[src/rtl/map_tile_fetcher.sv]
// Map tile fetcher: double-buffers one 40-tile map row, fetching the next line's row
// during horizontal blanking and presenting the tile code under each visible pixel.
module map_tile_fetcher (
  input  logic         CLOCK_50,
  input  logic         reset,
  input  logic [9:0]   hcount,
  input  logic [9:0]   vcount,
  output logic [4:0]   rdaddr,
  input  logic [159:0] rddata,
  output logic [3:0]   tile_code,
  output logic [3:0]   px_x,
  output logic [3:0]   px_y,
  output logic         tile_valid,
  output logic         overrun
);

  typedef enum logic [2:0] {IDLE, ADDR, WAIT1, WAIT2, CAPTURE, DONE} state_t;

  state_t       state_q, state_d;
  logic [159:0] active_q, active_d;
  logic [159:0] fetch_q, fetch_d;
  logic [4:0]   rdaddr_q, rdaddr_d;
  logic [3:0]   tile_code_q, tile_code_d;
  logic [3:0]   px_x_q, px_x_d;
  logic [3:0]   px_y_q, px_y_d;
  logic         tile_valid_q, tile_valid_d;
  logic         overrun_q, overrun_d;

  logic [9:0]   next_line;
  logic         next_visible;
  logic         pix_visible;
  logic [5:0]   tile_col;
  logic [7:0]   tile_msb;

  assign next_line    = (vcount == 10'd524) ? 10'd0 : vcount + 10'd1;
  assign next_visible = next_line < 10'd480;
  assign pix_visible  = (hcount < 10'd640) && (vcount < 10'd480);
  assign tile_col     = hcount[9:4];
  assign tile_msb     = 8'd159 - {tile_col, 2'b00};

  // A new fetch at hcount 640 always wins, even over one still in flight.
  always_comb begin
    state_d   = state_q;
    active_d  = active_q;
    fetch_d   = fetch_q;
    rdaddr_d  = rdaddr_q;
    overrun_d = overrun_q;

    case (state_q)
      ADDR:    state_d = WAIT1;
      WAIT1:   state_d = WAIT2;
      WAIT2:   state_d = CAPTURE;
      CAPTURE: begin
        state_d = DONE;
        fetch_d = rddata;
      end
      default: state_d = state_q;
    endcase

    if (hcount == 10'd640) begin
      if (next_visible) begin
        state_d  = ADDR;
        rdaddr_d = next_line[8:4];
      end
    end else if (hcount == 10'd799) begin
      if (state_q == DONE) begin
        active_d = fetch_q;
        state_d  = IDLE;
      end else if (state_q != IDLE) begin
        overrun_d = 1'b1;
        state_d   = IDLE;
      end
    end
  end

  always_comb begin
    tile_valid_d = pix_visible;
    tile_code_d  = 4'd0;
    px_x_d       = 4'd0;
    px_y_d       = 4'd0;
    if (pix_visible) begin
      tile_code_d = active_q[tile_msb -: 4];
      px_x_d      = hcount[3:0];
      px_y_d      = vcount[3:0];
    end
  end

  always_ff @(posedge CLOCK_50 or negedge reset) begin
    if (!reset) begin
      state_q      <= IDLE;
      active_q     <= '0;
      fetch_q      <= '0;
      rdaddr_q     <= '0;
      tile_code_q  <= '0;
      px_x_q       <= '0;
      px_y_q       <= '0;
      tile_valid_q <= 1'b0;
      overrun_q    <= 1'b0;
    end else begin
      state_q      <= state_d;
      active_q     <= active_d;
      fetch_q      <= fetch_d;
      rdaddr_q     <= rdaddr_d;
      tile_code_q  <= tile_code_d;
      px_x_q       <= px_x_d;
      px_y_q       <= px_y_d;
      tile_valid_q <= tile_valid_d;
      overrun_q    <= overrun_d;
    end
  end

  assign rdaddr     = rdaddr_q;
  assign tile_code  = tile_code_q;
  assign px_x       = px_x_q;
  assign px_y       = px_y_q;
  assign tile_valid = tile_valid_q;
  assign overrun    = overrun_q;

endmodule

[config.mk]
export PLATFORM = sky130hd
export DESIGN_NAME = map_tile_fetcher
export DESIGN_NICKNAME = d
export VERILOG_FILES = /design/src/rtl/map_tile_fetcher.sv
export SDC_FILE = /design/constraint.sdc
export NUM_CORES = 1
export LEC_CHECK = 0
export BUFFER_PORTS_ARGS = -buffer_cell sky130_fd_sc_hd__buf_2
export CAP_MARGIN = 10
export CORE_ASPECT_RATIO = 1.4
export CORE_MARGIN = 2
export CORE_UTILIZATION = 52
export CTS_CLUSTER_SIZE = 10
export DETAILED_ROUTE_END_ITERATION = 12
export HOLD_SLACK_MARGIN = 0.06
export PLACE_DENSITY = 0.74
export SLEW_MARGIN = 20
export SYNTH_ARGS = -nofsm -noshare
export SYNTH_HDL_FRONTEND = slang
export SYNTH_SLANG_ARGS = --single-unit
[constraint.sdc]
create_clock -name CLOCK_50 -period 1.5 [get_ports CLOCK_50]
set_input_delay 0.3 -clock CLOCK_50 [delete_from_list [all_inputs] [get_ports CLOCK_50]]
set_output_delay 0.3 -clock CLOCK_50 [all_outputs]
set_load 0.02 [all_outputs]
==> reports/results.tsv <==
stage	metric	value	unit
run_status	status	finished with violations	
power_and_ir_drop	IR drop worst, VDD	0.844	mV
setup_path	largest delay contributor family on the critical path	buffers and inverters	
sta	TNS Setup	-29.92	ns
sta	FMAX	606	MHz
grt	first-pass GRT wire length	59.5	mm
job	max cap viols	0	
layout	P&R area growth vs syn	37.5	%
placed_design	GP Congestion	0.818	
power_and_ir_drop	pwr/cell area	1050	mW/mm2
layout	Fill cells	1785	
detailed_routing	Routed wire per std cell	21.0	um
sta	Worst Max-Slew Pin Slew	0.368	ns
setup_path	CP Class	reg -> reg	
floorplan	Top-Level Pins	201	
logic_synthesis	Synth Area per Inst	15.8	um2
layout	layout cells sized above 1	51.6	%
sta	skew final	0.0156	ns
detailed_routing	DRC	0	
placed_design	DP HPWL	23.1	mm
placed_design	placed cell count	1570	
sta	Final period util	110	%
logic_synthesis	Post-synth EDFFs	0	
floorplan	row count	73	
floorplan	die area	0.0298	mm2
floorplan	Initial Util	52.5	%
sta	max-slew violations	0	
logic_synthesis	Yosys warning count	0	
clocking	clock transition at the registers of the reported paths	0.06	ns
setup_path	Worst Setup Start Kind	flip-flop	
sta	Tmin final	1.65	ns
placed_design	Placed Area	0.0172	mm2
detailed_routing	First-pass DRT Iterations	4	
grt	vias in the first global route	10700	
setup_path	crit path max fanout	25	
grt	grt ovf	0	
sta	Setup Viol. Count Final	320	
floorplan	core area	0.0281	mm2
setup_path	Worst path max stage delay	0.41	ns
detailed_routing	Vias/cell	5.36	
clocking	Sink Count	342	
power_and_ir_drop	Pleak	10.5	nW
detailed_routing	WL final	37.6	mm
layout	Final Non-Filler Cells	1793	
layout	Final Cell Area	0.0203	mm2
logic_synthesis	Cell Area, Synth	0.0148	mm2
sta	Slew HR	75.5	%
logic_synthesis	number of synthesized register bits	342	
logic_synthesis	top_reg_cell synth	dfrtp_1	
setup_path	Worst Path Arrival	2.05	ns
logic_synthesis	Synth top area share	57.9	%
setup_path	crit path cell chain	nor3b_4 > buf_12 > buf_16 > mux2_2	
worst_hold_path	HP Class	in -> reg	
logic_synthesis	syn_nets	1118	
sta	Final Hold Viols	0	
grt	initial antenna violation count	0	
detailed_routing	Vias	9613	
placed_design	pre-CTS WS	-0.482	ns
floorplan	Die W	146	um
logic_synthesis	Seq/Total Area, Yosys	57.9	%
clocking	clock latency on the worst-skew pair	0.53	ns
clocking	CTS max path bufs	3	
setup_path	Critical Path Slowest Stage Cell	dfrtp_1	
logic_synthesis	Async SR Flop Fraction	100	%
logic_synthesis	Unique masters post-synth	45	
detailed_routing	Antenna Violating Nets Remaining	0	
logic_synthesis	leading area contributor after synthesis	dfrtp_1	
placed_design	IO buf count	200	
sta	RSZ-0062 raised after global routing	true	
run_status	failing checks	setup timing	
clocking	Root Buffer	clkbuf_16	
grt	largest net degree at the start of global routing	71	
logic_synthesis	synthesized instance count	934	
floorplan	Die Ht	203	um
layout	# nets final	1597	
logic_synthesis	top cells by area, synth	dfrtp_1 58%, mux2_2 18%, mux2_4 10%, mux2i_1 2.7%, mux4_2 2.0%	
layout	number of antenna diodes	0	
power_and_ir_drop	Power, Total	21.3	mW
setup_path	required time of the worst setup path	1.90	ns
grt	gr usage total	25.7	%
sta	setup ws final	-0.150	ns
clocking	CTS H-tree depth	2	
clocking	Num CTS Buffers	40	
setup_path	Setup crit end kind	flip-flop	
clocking	CTS tree	built	
setup_path	Buf/Inv on CP	2	
detailed_routing	DRT iter0 DRCs	405	
-- worst register-to-register path, delay by kind of cell, from the launching register on --
family,cells,cell delay [ns]
buf+inv,2,0.44
flops,1,0.41
mux,1,0.38
simple gates,1,0.28
-- metal layers --
layer | global-route usage [%] | vias up | routed length (um)
li1 | - | 4351 | -
met1 | 31.4 | 4919 | 15100
met2 | 46.3 | 260 | 19800
met3 | 3.87 | 83 | 1400
met4 | 9.26 | 0 | 1280
met5 | 0 | - | 0
-- cells in the mapped netlist (5+ instances only) --
library cell	n
nand2_1	15
buf_2	21
a211oi_1	5
a221oi_1	7
mux2_4	100
o211ai_1	5
a22oi_1	5
mux2_2	238
xnor2_1	6
dfrtp_1	342
nand2b_1	6
nor2b_1	11
buf_4	17
a21oi_1	7
nand4_1	10
buf_6	11
and3_1	11
o22ai_1	8
nand3_1	11
mux2i_1	40
mux4_2	13
inv_1	5
-- state kept, by name, indices dropped and copies added, names as in the netlist --
signal / flops
active_q: 160
fetch_q: 160
overrun: 1
px_x: 4
px_y: 4
rdaddr: 5
state_q: 3
tile_code: 4
tile_valid: 1
-- worst paths after layout --
check | endpoint | startpoint | cells after the start | slack, ns
setup / recovery | fetch_q[133]$_DFFE_PN0N_ | state_q[0]$_DFF_PN0_ | 4 | -0.15
hold / removal | px_x[2]$_DFF_PN0_ | hcount[2] | 2 | 0.08
setup reg to reg | fetch_q[133]$_DFFE_PN0N_ | state_q[0]$_DFF_PN0_ | 4 | -0.15
hold reg to reg | overrun$_DFFE_PN0P_ | overrun$_DFFE_PN0P_ | 1 | 0.49
max in group asynchronous | fetch_q[0]$_DFFE_PN0N_ | reset | 3 | 0.59
min in group asynchronous | fetch_q[143]$_DFFE_PN0N_ | reset | 2 | 0.24
-- power by group --
| group | switching (mW) | internal (mW) |
|---|---|---|
| sequential | 0.456 | 9.93 |
| clock | 3.52 | 5.06 |
| combinational | 0.879 | 1.40 |
| total | 4.86 | 16.4 |
-- per-stage QoR --
stage               hold WS, ns  util (%)
finish                   0.0843      72.2
global route             0.0842      72.2
global placement          0.191      61.3
CTS                      0.0609      71.6
floorplan               0.00441         -
detailed placement        0.189      61.3
-- repair_timing --
action / 4_1_cts / 5_1_grt
gates resized for setup: 22 / 19
endpoints found under the hold margin: 438 / 1
gates cloned: 2 / 4
setup endpoints to repair: 313 / 322
buffers inserted: 4 / 1
pin swaps: 3 / 4
hold buffers: 165 / 1
-- area by class of cell --
| cell class | count | area (um2) | share of cell area (%) |
|---|---|---|---|
| flip-flops and latches | 342 | 8560 | 42.1 |
| multi-input cells | 534 | 6070 | 29.9 |
| repair buffers | 490 | 4100 | 20.2 |
| clock buffers | 44 | 1050 | 5.16 |
| well taps | 375 | 469 | 2.31 |
| clock inverters | 3 | 47.5 | 0.234 |
| inverters | 5 | 18.8 | 0.0924 |
-- cell usage in the layout, fill, tap and decap left out, types with 6 or more instances in the layout --
master and count:
dfrtp_1 342, buf_2 198, mux2_2 184, dlygate4sd3_1 166
mux2_4 154, buf_4 86, clkbuf_16 44, mux2i_1 37
buf_12 24, nand2_1 15, mux4_2 13, nor2b_1 11
and3_1 11, nand3_1 11, nand4_1 10, o22ai_1 8
a21oi_1 7, a221oi_1 7, xnor2_1 6, nand2b_1 6
-- cell families (layout without fill, tap and decap cells) --
logic type,after synthesis,in the layout,share of synthesized area [%]
simple gates,88,88,3.53
fa+ha+maj,2,2,0.169
compound gates,44,44,2.16
buf+inv,58,542,2.65
mux,391,391,33.0
xor+xnor,9,9,0.534
flops,342,342,57.9
Note: power is estimated with default switching activity, not from simulation.
